<file path="src/rtl/icache_responder.sv">
// ---------------------------------------------------------------------------
// icache_responder
//
// Instruction-side responder for the core fetch port. A direct-mapped,
// read-only cache of instruction lines answers fetches combinationally on a
// hit. On a miss it requests the whole line from backing memory and writes the
// returned beats in ascending word order. While a refill is in progress the
// core sees ready low.
//
// Optional build macro: ICACHE_PERF_COUNTERS_EN adds hit/miss counters.
//
// Ports:
//   clk_i                  clock
//   rst_ni                 asynchronous active-low reset
//   icache_read_address_i  fetch byte address (bits [1:0] ignored)
//   icache_read_valid_i    core requests a fetch this cycle
//   icache_read_data_o     instruction word, valid while ready is high
//   icache_read_ready_o    hit: data valid this cycle
//   flush_i                invalidate all lines (fence.i)
//   mem_req_valid_o        line refill request
//   mem_req_ready_i        memory accepts the request
//   mem_req_address_o      line-aligned refill address
//   mem_resp_valid_i       one refill beat present
//   mem_resp_data_i        refill beat data
//   hit_count_o            (macro only) cycles with ready high
//   miss_count_o           (macro only) refills started
// ---------------------------------------------------------------------------
module icache_responder #(
  parameter int LINES          = 16,
  parameter int WORDS_PER_LINE = 4
) (
  input  logic        clk_i,
  input  logic        rst_ni,
  input  logic [31:0] icache_read_address_i,
  input  logic        icache_read_valid_i,
  output logic [31:0] icache_read_data_o,
  output logic        icache_read_ready_o,
  input  logic        flush_i,
  output logic        mem_req_valid_o,
  input  logic        mem_req_ready_i,
  output logic [31:0] mem_req_address_o,
  input  logic        mem_resp_valid_i,
`ifdef ICACHE_PERF_COUNTERS_EN
  output logic [31:0] hit_count_o,
  output logic [31:0] miss_count_o,
`endif
  input  logic [31:0] mem_resp_data_i
);

  localparam int IDX_W = $clog2(LINES);
  localparam int OFF_W = $clog2(WORDS_PER_LINE);
  localparam int TAG_W = 30 - IDX_W - OFF_W;
  localparam int LA_W  = 30 - OFF_W;   // line address width (tag + index)

  typedef enum logic [1:0] {
    IDLE   = 2'd0,
    REQ    = 2'd1,
    REFILL = 2'd2
  } state_t;

  state_t state_q, state_d;

  // Storage: only the valid bits carry reset; data and tags are qualified by them.
  logic [31:0]      data_q [LINES*WORDS_PER_LINE];
  logic [TAG_W-1:0] tag_q  [LINES];
  logic [LINES-1:0] valid_q;

  logic [LA_W-1:0]  miss_line_q;
  logic [OFF_W-1:0] cnt_q;
  logic             flushed_q;

  logic [OFF_W-1:0] req_off;
  logic [IDX_W-1:0] req_idx;
  logic [TAG_W-1:0] req_tag;
  logic             hit;

  logic [IDX_W-1:0] fill_idx;
  logic [TAG_W-1:0] fill_tag;

  logic             miss_start;
  logic             beat_we;
  logic             line_done;

  logic             unused_addr_bits;

  assign unused_addr_bits = ^icache_read_address_i[1:0];

  // Combinational lookup
  assign req_off = icache_read_address_i[OFF_W+1:2];
  assign req_idx = icache_read_address_i[OFF_W+IDX_W+1:OFF_W+2];
  assign req_tag = icache_read_address_i[31:OFF_W+IDX_W+2];
  assign hit     = valid_q[req_idx] && (tag_q[req_idx] == req_tag);

  assign fill_idx = miss_line_q[IDX_W-1:0];
  assign fill_tag = miss_line_q[LA_W-1:IDX_W];

  // Gating on the valid bit keeps data at zero until something is cached there.
  assign icache_read_data_o = valid_q[req_idx] ? data_q[{req_idx, req_off}] : '0;
  assign mem_req_address_o  = {miss_line_q, {(OFF_W+2){1'b0}}};

  // State register
  always_ff @(posedge clk_i or negedge rst_ni) begin
    if (!rst_ni) begin
      state_q <= IDLE;
    end else begin
      state_q <= state_d;
    end
  end

  // Next-state and outputs
  always_comb begin
    state_d             = state_q;
    icache_read_ready_o = 1'b0;
    mem_req_valid_o     = 1'b0;
    miss_start          = 1'b0;
    beat_we             = 1'b0;
    line_done           = 1'b0;
    unique case (state_q)
      IDLE: begin
        // A flush cycle never reports a hit and never starts a refill.
        if (!flush_i && icache_read_valid_i) begin
          if (hit) begin
            icache_read_ready_o = 1'b1;
          end else begin
            miss_start = 1'b1;
            state_d    = REQ;
          end
        end
      end
      REQ: begin
        mem_req_valid_o = 1'b1;
        if (mem_req_ready_i) begin
          state_d = REFILL;
        end
      end
      REFILL: begin
        if (mem_resp_valid_i) begin
          beat_we = 1'b1;
          if (cnt_q == OFF_W'(WORDS_PER_LINE - 1)) begin
            line_done = 1'b1;
            state_d   = IDLE;
          end
        end
      end
      default: state_d = IDLE;
    endcase
  end

  // Control: miss address, beat counter, flush tracking, valid bits
  always_ff @(posedge clk_i or negedge rst_ni) begin
    if (!rst_ni) begin
      miss_line_q <= '0;
      cnt_q       <= '0;
      flushed_q   <= 1'b0;
      valid_q     <= '0;
    end else begin
      if (miss_start) begin
        miss_line_q <= icache_read_address_i[31:OFF_W+2];
      end

      if (state_q == REQ && mem_req_ready_i) begin
        cnt_q <= '0;
      end else if (beat_we) begin
        cnt_q <= cnt_q + OFF_W'(1);
      end

      // A flush seen at any point of a refill keeps the refilled line invalid.
      if (miss_start) begin
        flushed_q <= 1'b0;
      end else if (flush_i && state_q != IDLE) begin
        flushed_q <= 1'b1;
      end

      if (flush_i) begin
        valid_q <= '0;
      end else if (miss_start) begin
        // The victim line is overwritten beat by beat, so retire it up front.
        valid_q[icache_read_address_i[OFF_W+IDX_W+1:OFF_W+2]] <= 1'b0;
      end else if (line_done && !flushed_q) begin
        valid_q[fill_idx] <= 1'b1;
      end
    end
  end

  // Data and tag arrays: no reset
  always_ff @(posedge clk_i) begin
    if (beat_we) begin
      data_q[{fill_idx, cnt_q}] <= mem_resp_data_i;
    end
    if (line_done) begin
      tag_q[fill_idx] <= fill_tag;
    end
  end

`ifdef ICACHE_PERF_COUNTERS_EN
  // Performance counters: free-running, wrap at 2^32, untouched by flush
  always_ff @(posedge clk_i or negedge rst_ni) begin
    if (!rst_ni) begin
      hit_count_o  <= '0;
      miss_count_o <= '0;
    end else begin
      if (icache_read_ready_o) begin
        hit_count_o <= hit_count_o + 32'd1;
      end
      if (miss_start) begin
        miss_count_o <= miss_count_o + 32'd1;
      end
    end
  end
`endif

endmodule

</file>
<file path="config.mk">
export PLATFORM = sky130hd
export DESIGN_NAME = icache_responder
export DESIGN_NICKNAME = d
export VERILOG_FILES = /design/src/rtl/icache_responder.sv
export SDC_FILE = /design/constraint.sdc
export NUM_CORES = 2
export LEC_CHECK = 0
export ABC_AREA = 1
export ABC_CLOCK_PERIOD_IN_PS = 9030
export BUFFER_PORTS_ARGS = -buffer_cell sky130_fd_sc_hd__clkbuf_2
export CELL_PAD_IN_SITES_DETAIL_PLACEMENT = 0
export CELL_PAD_IN_SITES_GLOBAL_PLACEMENT = 1
export CORE_ASPECT_RATIO = 1.2
export CORE_MARGIN = 1
export CORE_UTILIZATION = 25
export CTS_BUF_LIST = sky130_fd_sc_hd__clkbuf_8
export DETAILED_ROUTE_END_ITERATION = 10
export MAX_ROUTING_LAYER = met4
export PLACE_DENSITY_LB_ADDON = 0.12
export RECOVER_POWER = 25
export SETUP_SLACK_MARGIN = 0.4
export SYNTH_ARGS = -nofsm -noshare
export SYNTH_HDL_FRONTEND = slang
export SYNTH_SLANG_ARGS = --single-unit
</file>
<file path="constraint.sdc">
create_clock -name clk_i -period 9.03 [get_ports clk_i]
set_input_delay 1.806 -clock clk_i [delete_from_list [all_inputs] [get_ports clk_i]]
set_output_delay 1.806 -clock clk_i [all_outputs]
set_load 0.02 [all_outputs]
</file>
Word level (Yosys, flattened, before mapping)
Memories as Yosys holds them, arrays and structs flattened.
Index checks and enable logic that the tools add are counted.
Widths: inputs -> output; s select.
Word-level totals
  memories: 2
  bits in registers: 49
  logic and storage cells: 75
  bits of input ports: 70
  output and inout port bits: 66
  memory bits (writable): 2432
Memory list
  data_q: depth 64, width 32, read ports 1, clocked after Yosys merged registers in 0, wr ports 1, RTL line 64  | logic [31:0] data_q [LINES*WORDS_PER_LINE];
  tag_q: depth 16, width 24, read ports 1, clocked after Yosys merged registers in 0, wr ports 1, RTL line 65  | logic [TAG_W-1:0] tag_q [LINES];
Cells by class
  equality and inequality tests: 9
  bitwise operators: 3
  add/subtract/negate cells: 1
  reduce and logical (&&, ||, !) cells: 15
  mux-type cells: 36
  magnitude comparators: 4
Operators by type and width (count)
  $mux 16: 3
  $mux 32: 1
  $eq 24x24->1: 1
  $mux 1: 21
  $and 16x16->16: 1
  $not 16->16: 1
  $or 16x16->16: 1
  $mux 2: 7
  $lt 4x5->1 const B: 2
  $ne 2x2->1 const B: 5
  $demux 1 s4: 2
  $ge 4x1->1 const B: 2
  $logic_and 1x1->1: 7
  $pmux 2 s3: 1
  $reduce_bool 2->1: 3
  $reduce_and 5->1: 1
  $bmux 1 s4: 1
  $eq 2x2->1 const B: 2
  $reduce_bool 3->1: 1
  $add 2x1->2 const B: 1
  $eq 2x1->1 const B: 1
  $logic_not 1->1: 2
  $logic_not 2->1: 1

Depth between registers and ports, before layout
  depth after elaboration: 8
  depth in mapped cells: 24
  mapped depth without buffers: 19

Least setup slack after synthesis
No wires, ideal clock.
  kind: input-to-output
  start point: in icache_read_address_i[2]
  end point: out icache_read_data_o[29]
  data arrival time: 3.886 ns
  cell stages on the path: 12
  setup slack: 3.338 ns
  buffers on the path: 5
  data required time: 7.224 ns
  path through: clkbuf_1 -> inv_1 -> buf_2 -> clkbuf_1 -> clkbuf_1 -> buf_1 -> nor2_1 -> o22ai_1 -> nand2_1 -> nand3_1 -> nand2_1 -> a41oi_1
Between the ends
  longest elaborated chain between the ends: 2
RTL lines
  start: declaration: RTL line 34  | input logic [31:0] icache_read_address_i,
  $mem_v2 64x32
  $mux 32: RTL line 98  | assign icache_read_data_o = valid_q[req_idx] ? data_q[{req_idx, req_off}] : '0;
  end: declaration: RTL line 36  | output logic [31:0] icache_read_data_o,
No other way between the ends.

Worst setup path after layout
  start point: in icache_read_address_i[6]
  end point: out icache_read_data_o[18]
Between the ends
  longest elaborated chain between the ends: 3
  elaborated cells between the ends (all ways): 4
  classes of those cells: 3 x mux; 1 x memory
RTL lines (RTL line)
  branches (longest 2 deep; another with $mem_v2 64x32)
  $mux 32 (*): 98
Every way passes the cells marked *. The select of a mux whose other input is x is not followed.

==> out/qor.csv <==
metric,value,unit
outcome,"finished, violations left",
violations,"max-capacitance violations, max-slew violations",
io_buffers,129,
clock_path_buffers,4,
firstDrtPassIters,5,
synthDistinctLibCells,41,
clkLatencyLatePin,1.15,ns
cts-resized-gates,0,
num_vias,64600,
post-route-period-util,82.5,%
yosysWarnings,0,
cts_tree,built,
synth-seq-cells,2481,
fin_area,0.113,sq mm
die_w,572,um
finalHoldViolations,0,
clkPwrFrac,37.8,%
worstPathArrival,5.65,ns
async_reset_ff_share,1.98,%
yosysTopAreaCell,edfxtp_1,
setup_slack,1.58,ns
via_per_inst,4.83,
ios,136,
antenna_left,0,
min_period,7.45,ns
grt_overflow,0,
worstSetupPathDepth,12,
p_per_area,227,mW/mm^2
fillCellCount,39600,
start_util,25.2,%
synth_area_leaders,"edfxtp_1 75%, o21ai_0 5.7%, nand2_1 4.6%",
layout-drive-gt1-share,12.4,%
synth_area_per_cell,13.0,sq um
max_stage_delay,0.85,ns
p_sw_share,27.9,%
coreArea,0.387,sq mm
synthesis.area,0.0975,sq mm
die-area,0.392,sq mm
area.growth.synth_to_final,16.4,%
grt_pass1_vias,63300,
internal_power,18.5,mW
grt_setup_unrepaired,false,
synthFlopType,edfxtp_1,
reg2reg_depth,5,
dr.first_iter.drc_count,5828,
synth_edf_count,2432,
seq_area_frac_synth,76.2,%
cts-root-buf,clkbuf_8,
cp-start-kind,input pin,
tns,0,ns
antenna_found_initial,35,
wire_per_inst,30.2,um
yosysTopAreaCellShare,74.9,%
synth-xor-area-share,0,%
relSlewSlack,-150,%
fp-row-count,250,
p_leak,37.4,nW
p_sw,7.18,mW
drv_cap,22,
dpl.hpwl,216000,um
grt_usage,20.7,%
synth_top_family_by_area,compound AO/OA/AOI/OAI gates,
htree_num_levels,5,
power_frac_comb,9.3,%
grt_pass1_wl,545000,um
postCtsSetupBuffers,0,
endpoint_kind,primary output,
maxClockFrequency,134,MHz
cts_buffers,437,
place_area,0.106,sq mm
grt_max_degree,183,
holdPathStages,1,
setup_viol,0,
clock_skew,0.0821,ns
cts_sinks,2481,
drc,0,
dp_slack,1.35,ns
place_congestion,0.776,
fin_nets,7921,
power_frac_seq,52.9,%
crit_type,input pin to primary output,
cpLargestDelayFamily,simple AND/OR/NAND/NOR gates,
synthMuxAreaShare,0.0411,%
worstSetupStartpoint,icache_read_address_i[6],
synth-simple-area-share,10.4,%
r2r-start,miss_line_q[0],
crit_chain,clkbuf_2 > nor2_4 > inv_1 > buf_4 > nor2_4 > buf_4 > a22o_1 > a221oi_1 > nand4_1 > nor2_1 > nor2_1 > clkbuf_2,
critical_path.max_fanout,9,
synth-adder-area-share,0.0128,%
cp.buffers_inverters,5,
die_y,686,um
cp_slowest_cell,nor2_4,
wl,403000,um
slew_viol_final,1415,
hold_class,register to register,
hp-start,state_q[1],
clkTransAtPathRegs,0.07,ns
cts_hold_buf,0,
power,25.7,mW
cp_data_required_time,7.22,ns
netlist_instances,7518,
max-vdd-ir-drop,0.115,mV
synth_compound_area_share,10.9,%
worst_pin_slew,3.75,ns
## path summary, 6_finish.rpt
| check | endpoint | slack, ns |
|---|---|---|
| max | icache_read_data_o[18] | 1.58 |
| min | state_q[0] | 0.49 |
| max reg2reg | data_q[3][10] | 4.07 |
| min reg2reg | state_q[0] | 0.49 |
| max in group asynchronous | miss_line_q[1] | 4.80 |
| min in group asynchronous | miss_line_q[26] | 2.07 |
## routing by layer
| layer | part of all wire (%) | global-route usage [%] | vias to the layer above |
|---|---|---|---|
| met4 | 2.3 | 5.00 | 0 |
| met1 | 44 | 27.3 | 33700 |
| met5 | 0 | - | - |
| met3 | 4.9 | 2.56 | 501 |
| met2 | 48 | 33.8 | 1921 |
| li1 | - | - | 28400 |
## power by group through the flow
stage | sequential (mW) | clock [mW] | combinational, mW
3_5_place_dp | 13.8 | 0 | 2.45
5_1_grt | 13.7 | 10.5 | 2.58
2_1_floorplan | 13.8 | 0 | 1.04
3_3_place_gp | 13.8 | 0 | 2.43
4_1_cts | 13.6 | 10.0 | 2.46
6_report | 13.6 | 9.72 | 2.40
## registers in the layout, summed over array words and instances, names as in the netlist
| name | count |
|---|---|
| data_q | 2048 |
| tag_q | 384 |
| miss_line_q | 28 |
| valid_q | 16 |
| cnt_q | 2 |
| state_q | 2 |
| flushed_q | 1 |
## logic make-up after synthesis
family | after synthesis
muxes | 4
AOI/OAI and AO/OA | 1859
buffers and inverters | 577
and+or+nand+nor | 2595
adders and majority gates | 1
DFF | 2481
other | 1
## per-stage QoR
stage,cells,hold slack (ns),utilization [%]
global route,13400,0.516,29.3
CTS,13400,0.482,29.3
global placement,12600,0.473,27.3
finish,13400,0.492,29.3
detailed placement,12600,0.471,27.3
floorplan,7521,0.452,-
## placed cells by master (no fill, tap or decap), drive strengths merged, types with 6 or more instances in the layout
master  synthesis  final
nor3           25     25
a41oi          14     14
a221oi         51     51
clkinv          3    147
dfrtp          49     49
o21ai        1133   1133
a31oi           6      6
nor2         1202   1202
nand4          56     56
nand2        1212   1212
o22ai         510    510
edfxtp       2432   2432
a21oi          29     29
buf           105    240
a22oi          20     20
diode           0      8
inv            78    262
a22o           92     92
clkbuf        391    597
nand3          92     92
## Yosys cell counts (all sizes together), types with 3 or more instances
cell type  instances
inv               78
clkinv             3
o22ai            510
buf              105
mux2i              4
a221oi            51
nor2            1202
nand4             56
nand2           1212
o21ai           1133
a31oi              6
nand3             92
a41oi             14
a21oi             29
clkbuf           391
edfxtp          2432
nor3              25
a22o              92
nor3b              5
a22oi             20
dfrtp             49
## area by class of cell
class	instances	area (sq um)	share of cell area, %
inverter	81	330	0.291
tap	5166	6460	5.70
clock inverter	338	1670	1.47
antenna	8	20.0	0.0176
sequential	2481	74300	65.4
timing repair buffer	386	3010	2.66
multi-input combinational	4463	21500	19.0
clock buffer	451	6210	5.47
No activity file was read; power rests on OpenSTA's default activity.
